### src/rtl/demultiplexador1x4_registrado.sv
`default_nettype none
// ============================================================================
// Module   : demultiplexador1x4_registrado
// Purpose  : Routes one source word to one of four registered channels, each
//            with a valid/accept handshake, and counts accepted words.
// Revision : 1.0 - initial release
// ============================================================================
module demultiplexador1x4_registrado #(
  parameter int LARGURA      = 16,
  parameter int LARGURA_CONT = 16
) (
  input  logic                    clock,
  input  logic                    reset,
  input  logic [LARGURA-1:0]      entrada,
  input  logic [1:0]              M,
  input  logic                    valido_entrada,
  output logic                    pronto_entrada,
  output logic [LARGURA-1:0]      saida0,
  output logic [LARGURA-1:0]      saida1,
  output logic [LARGURA-1:0]      saida2,
  output logic [LARGURA-1:0]      saida3,
  output logic [3:0]              valido,
  input  logic [3:0]              aceito,
  output logic [LARGURA_CONT-1:0] contador
);

  localparam logic [LARGURA_CONT-1:0] c_um = LARGURA_CONT'(1);

  logic [LARGURA-1:0]      r_saida [4];
  logic [3:0]              r_valido;
  logic [LARGURA_CONT-1:0] r_contador;
  logic                    w_transfer;
  logic [3:0]              w_escreve;

  // A held word may be replaced in the same cycle its consumer takes it.
  assign pronto_entrada = !r_valido[M] || aceito[M];
  assign w_transfer     = valido_entrada && pronto_entrada;

  genvar i;
  generate
    for (i = 0; i < 4; i++) begin : g_canal
      assign w_escreve[i] = w_transfer && (M == 2'(i));

      always_ff @(posedge clock or posedge reset) begin
        if (reset) begin
          r_saida[i]  <= '0;
          r_valido[i] <= 1'b0;
        end else if (w_escreve[i]) begin
          r_saida[i]  <= entrada;
          r_valido[i] <= 1'b1;
        end else if (r_valido[i] && aceito[i]) begin
          r_valido[i] <= 1'b0;
        end
      end
    end
  endgenerate

  always_ff @(posedge clock or posedge reset) begin
    if (reset) begin
      r_contador <= '0;
    end else if (w_transfer) begin
      r_contador <= r_contador + c_um;
    end
  end

  assign saida0   = r_saida[0];
  assign saida1   = r_saida[1];
  assign saida2   = r_saida[2];
  assign saida3   = r_saida[3];
  assign valido   = r_valido;
  assign contador = r_contador;

endmodule
`default_nettype wire

### config.mk
export PLATFORM = sky130hd
export DESIGN_NAME = demultiplexador1x4_registrado
export DESIGN_NICKNAME = d
export VERILOG_FILES = /design/src/rtl/demultiplexador1x4_registrado.sv
export SDC_FILE = /design/constraint.sdc
export NUM_CORES = 1
export LEC_CHECK = 0
export ABC_CLOCK_PERIOD_IN_PS = 2930
export CORE_MARGIN = 1.5
export CORE_UTILIZATION = 46
export DETAILED_ROUTE_END_ITERATION = 8
export PLACE_DENSITY = 0.77
export SLEW_MARGIN = 20
export SYNTH_ARGS = -nofsm -noshare
export SYNTH_HDL_FRONTEND = slang
export SYNTH_SLANG_ARGS = --single-unit
### constraint.sdc
create_clock -name clock -period 2.93 [get_ports clock]
set_clock_uncertainty 0.05 [all_clocks]
set_input_delay 0.4395 -clock clock [delete_from_list [all_inputs] [get_ports clock]]
set_output_delay 0.4395 -clock clock [all_outputs]
set_load 0.01 [all_outputs]
# After elaboration in Yosys (flattened, before gate mapping)
# Index checks and enable logic that the tools add are counted.
word_totals:
  regBits: 84
classes:
  n_addsub: 1
  n_lt_le_gt_ge: 1
  eq_ne: 3
  mux: 12
  reduce_logical: 16
ops:
  columns: ["operator", "n"]
  rows:
  - ["$add 16x1->16 const B", 1]
  - ["$mux 1", 10]
  - ["$logic_and 1x1->1", 9]
  - ["$reduce_bool 2->1", 4]
  - ["$bmux 1 s2", 2]
  - ["$eq 2x2->1 const B", 2]
  - ["$lt 2x3->1 const B", 1]
  - ["$eq 2x1->1 const B", 1]
  - ["$logic_not 2->1", 1]
  - ["$logic_not 1->1", 1]
  - ["$logic_or 1x1->1", 1]

# Longest topological paths before layout
# Gate-level depths: netlist (run 1).
depth:
  ltp_word: 7
  ltp_mapped: 6
  depth_no_buf: 4

# Worst setup path before layout (run 1)
# Ideal clock, no wire load.
synth_path:
  kind: "input to output"
  from: "input port aceito[3]"
  to: "output port pronto_entrada"
  t_arrival_ns: 1.294
  required_ns: 2.441
  path_slack_ns: 1.147
  path_stages: 3
  n_path_buf: 1
  path_cell_list: "nand2b_1 mux4_2 buf_6"
synth_via:
  elab_chain_cells: 3
synth_rtl:
  columns: ["element", "line", "source"]
  rows:
  - ["start: declaration", "23", "input logic [3:0] aceito,"]
  - ["$bmux 1 s2", "36", "assign pronto_entrada = !r_valido[M] || aceito[M];"]
  - ["$mux 1 (not written as such)", "36", null]
  - ["$logic_or 1x1->1", "36", null]
  - ["end: declaration", "17", "output logic pronto_entrada,"]
# No other way between the ends. The select of a mux whose other input is x is not followed.

# Worst setup path after layout (run 1)
layout_path:
  from: "input port M[1]"
  to: "output port pronto_entrada"
layout_via:
  elab_chain_cells: 4
  word_cells_on_any_way: 6
layout_rtl:
  columns: ["element", "line", "source"]
  rows:
  - ["start: declaration", "15", "input logic [1:0] M,"]
  - ["$bmux 1 s2", "36", null]
  - ["$mux 1 (not written as such)", "36", null]
  - ["$logic_not 1->1", "36", null]
  - ["$logic_or 1x1->1 (*)", "36", null]
# Mark *: on every way between the ends. The rest lies on a longest branch, timed or not. The select of a mux whose other input is x is not followed.

==> run metrics, run 1 <==
reported leakage power=1.98 nW; status=complete, no violations; die span in x=88.1 um; startpoint of the worst register-to-register path=valido[3]; Yosys reg bits=84; TritonCTS buffer count=9; share of the core filled with cells in the final layout=69.0%; relative contribution of sequential cells to total power=45.1%; total half-perimeter wirelength after legalization and detailed placement=4.92 mm; P_sw=0.938 mW; ranking of synthesized cells by area=dfrtp_1 (63%), mux2_2 (22%), xnor2_1 (3.9%); clock transition time at the flip-flop clock pins of the worst setup and hold paths=0.08 ns; global-route total usage across every layer=20.2%; Routed wire per std cell=16.5 um; Routability Congestion=0.807; RSZ-0062 raised after global routing=false; number of nets in the synthesized netlist=245; core outline area=6910 sq um; cell area power density=721 nW/um^2; total overflow reported by the global router=0; part of the cycle the worst path needs=88.4%; Post-Synthesis Mean Instance Area=15.2 sq um; share of post-route cells with drive strength above 1=27.9%; share of the yosys chip area belonging to registers=63.1%; Post-CTS Setup Inserts=0; initial standard-cell utilization of the core=48.2%; antenna-violating nets left=0; proportion of total power due to net switching=27.3%; Logic pwr share=29.1%; number of vias in the routed layout=2,188; worst setup timing slack at the placement stage=0.324 ns; Crit Path Category=in -> out; f_max=0.386 GHz; part of the total power dissipated in the clock network=25.9%; Setup violations, final=0; setup TNS after final layout=0 ns; top cell type by total area after synthesis=dfrtp_1; ranking of synthesized cells by instance count=dfrtp_1 (84), mux2_2 (64), xnor2_1 (15), nand4_1 (11), buf_2 (6); netlist area before placement=3330 sq um; total internal power=2.50 mW; fill cell total of the finished layout=519; placed cells=421; total power=3.43 mW; crit end category=primary output; maximum number of pins on one net before global-route repair=85; largest fanout on the critical path=6; Detailed Routing Iterations Pass 1=4; buffer type at the clock tree root=clkbuf_8; clock period minus worst slack=2.59 ns; first-pass GRT wire length=11.7 mm; number of buffers added on ports=109; number of core rows=30; Top FF cell, synth=dfrtp_1; endpoint arrival time on the critical path=2.10 ns; Post-Syn Instances=219; aggregate routed wire length=7.21 mm; transition time at the pin with the least slew margin=0.444 ns; class of the worst hold path=reg -> reg; crit path setup slack, layout=0.338 ns; Post-synth EDFFs=0; unique cell type count in the Yosys netlist=24; final max-slew violation count=0; required time at the endpoint of the critical path=2.44 ns; number of cell instances on the worst register-to-register path=5; reported max-cap violation count=0; Max H-tree Level=3; Resize count post-CTS=0; yosys warns=0; number of top-level pins=110; headroom to the max-slew limit=70.4%; DRC Markers=0; nature of the critical path startpoint=input pin; most frequently used cell type in the post-synthesis netlist=dfrtp_1; last element of the critical path=pronto_entrada; final hold vios=0; r2r endpoint=contador[1]; DIE HEIGHT=88.1 um; setup slack, reg-to-reg=1.13 ns; proportion of register bits with asynchronous set or reset after synthesis=100%; synthesis-to-layout area growth=43.1%; fin cells=437; final net count=362; CTS sink count=84; critical path launch point=M[1]; number of diodes added for antenna fixing=0; Max Buffers Root-to-Sink=2; hold-fix buffers at CTS=0; clock latency on the worst-skew pair=0.34 ns; number of antenna violations at the first check in global routing=0; via count of the first global-routing pass=2,251; CTS tree=yes; via-per-instance ratio=5.01; die area=7760 sq um; Iter 0 DRT Violations=84; VDD IR-drop max=0.000463 V; proportion of netlist area held by the largest area contributor=63.1%
-- worst min-delay path by stage --
stage                   end  slack, ns  cells past startpoint    startpoint
2_1_floorplan  contador[15]       0.46                      1  contador[15]
3_3_place_gp   contador[15]       0.41                      1  contador[15]
3_5_place_dp   contador[15]       0.42                      1  contador[15]
4_1_cts        contador[15]       0.43                      1  contador[15]
5_1_grt        contador[15]       0.43                      1  contador[15]
6_report       contador[15]       0.42                      1  contador[15]
-- per-layer routing --
| layer | part of all wire (%) | vias to the layer above | wire length (um) | track usage, % |
|---|---|---|---|---|
| li1 | - | 1010 | - | - |
| met1 | 43 | 1101 | 3110 | 26.0 |
| met2 | 49 | 71 | 3540 | 32.3 |
| met3 | 6.9 | 6 | 498 | 6.60 |
| met4 | 0.82 | 0 | 59 | 7.10 |
| met5 | 0 | - | 0 | 0 |
-- cell families after synthesis --
| logic type | synth area share (%) |
|---|---|
| compound gates | 0.301 |
| xor+xnor | 3.94 |
| fa+ha+maj | 0.376 |
| buf+inv | 2.03 |
| flops | 63.1 |
| mux | 22.7 |
| simple gates | 7.59 |
-- power by group through the flow --
stage	sequential, mW	combinational [mW]	clock, mW
final	1.55	0.998	0.888
after global routing	1.58	1.07	0.959
after CTS	1.55	1.01	0.915
after detailed placement	1.57	1.01	0
after global placement	1.56	0.991	0
after floorplan	1.66	0.301	0
-- layout make-up --
| cell class | count | area (sq um) | share of cell area, % |
|---|---|---|---|
| sequential | 84 | 2100 | 44.1 |
| multi-input combinational | 123 | 1160 | 24.4 |
| timing repair buffer | 116 | 1160 | 24.3 |
| clock buffer | 10 | 128 | 2.68 |
| tap | 96 | 120 | 2.52 |
| clock inverter | 6 | 88.8 | 1.86 |
| inverter | 2 | 8.76 | 0.184 |
-- critical path: stages --
cell and delay, ns:
clkdlybuf4s50_1 0.60, mux4_2 0.57, clkdlybuf4s50_1 0.49
-- sequential cells by signal, indices dropped and copies added (netlist names) --
signal    flops
saida2       16
contador     16
saida1       16
saida0       16
valido        4
saida3       16
-- metrics by stage --
| step | hold WS [ns] | area (sq um) |
|---|---|---|
| floorplan | 0.458 | 3330 |
| global placement | 0.409 | 4550 |
| detailed placement | 0.417 | 4550 |
| CTS | 0.428 | 4760 |
| global route | 0.431 | 4760 |
| finish | 0.420 | 4760 |
-- cell usage in the layout, fill, tap and decap left out --
master / count
dfrtp_1: 84
bufinv_16: 2
nand3_1: 2
nor2_1: 1
clkbuf_8: 9
nand4_2: 1
nand2b_1: 4
inv_1: 1
and2_1: 1
ha_1: 1
buf_4: 6
clkdlybuf4s50_1: 109
o21ai_0: 2
nand4_1: 11
clkinv_2: 2
nor3b_1: 1
buf_12: 1
clkinv_4: 1
mux4_2: 1
clkbuf_1: 1
xnor2_1: 15
clkinvlp_4: 2
and4_1: 2
mux2_1: 1
nor3_1: 1
and3_1: 4
mux2_2: 64
nand2_1: 5
nor2_2: 2
nand3_2: 4
No activity file was read; power rests on OpenSTA's default activity.
==> inputs of run 2 (changes only) <==
--- a/config.mk
+++ b/config.mk
@@ -5,7 +5,6 @@
 export SDC_FILE = /design/constraint.sdc
 export NUM_CORES = 1
 export LEC_CHECK = 0
-export ABC_CLOCK_PERIOD_IN_PS = 2930
 export CORE_MARGIN = 1.5
 export CORE_UTILIZATION = 46
 export DETAILED_ROUTE_END_ITERATION = 8
==> results of run 2 <==
Final layout, timing and power as in run 1 (identical DEF).
==> inputs of run 3 (changes only) <==
--- a/config.mk
+++ b/config.mk
@@ -8,6 +8,7 @@
 export CORE_MARGIN = 1.5
 export CORE_UTILIZATION = 46
 export DETAILED_ROUTE_END_ITERATION = 8
+export HOLD_SLACK_MARGIN = 0.06
 export PLACE_DENSITY = 0.77
 export SLEW_MARGIN = 20
 export SYNTH_ARGS = -nofsm -noshare
==> results of run 3 <==
Final layout, timing and power as in run 1 (identical DEF).
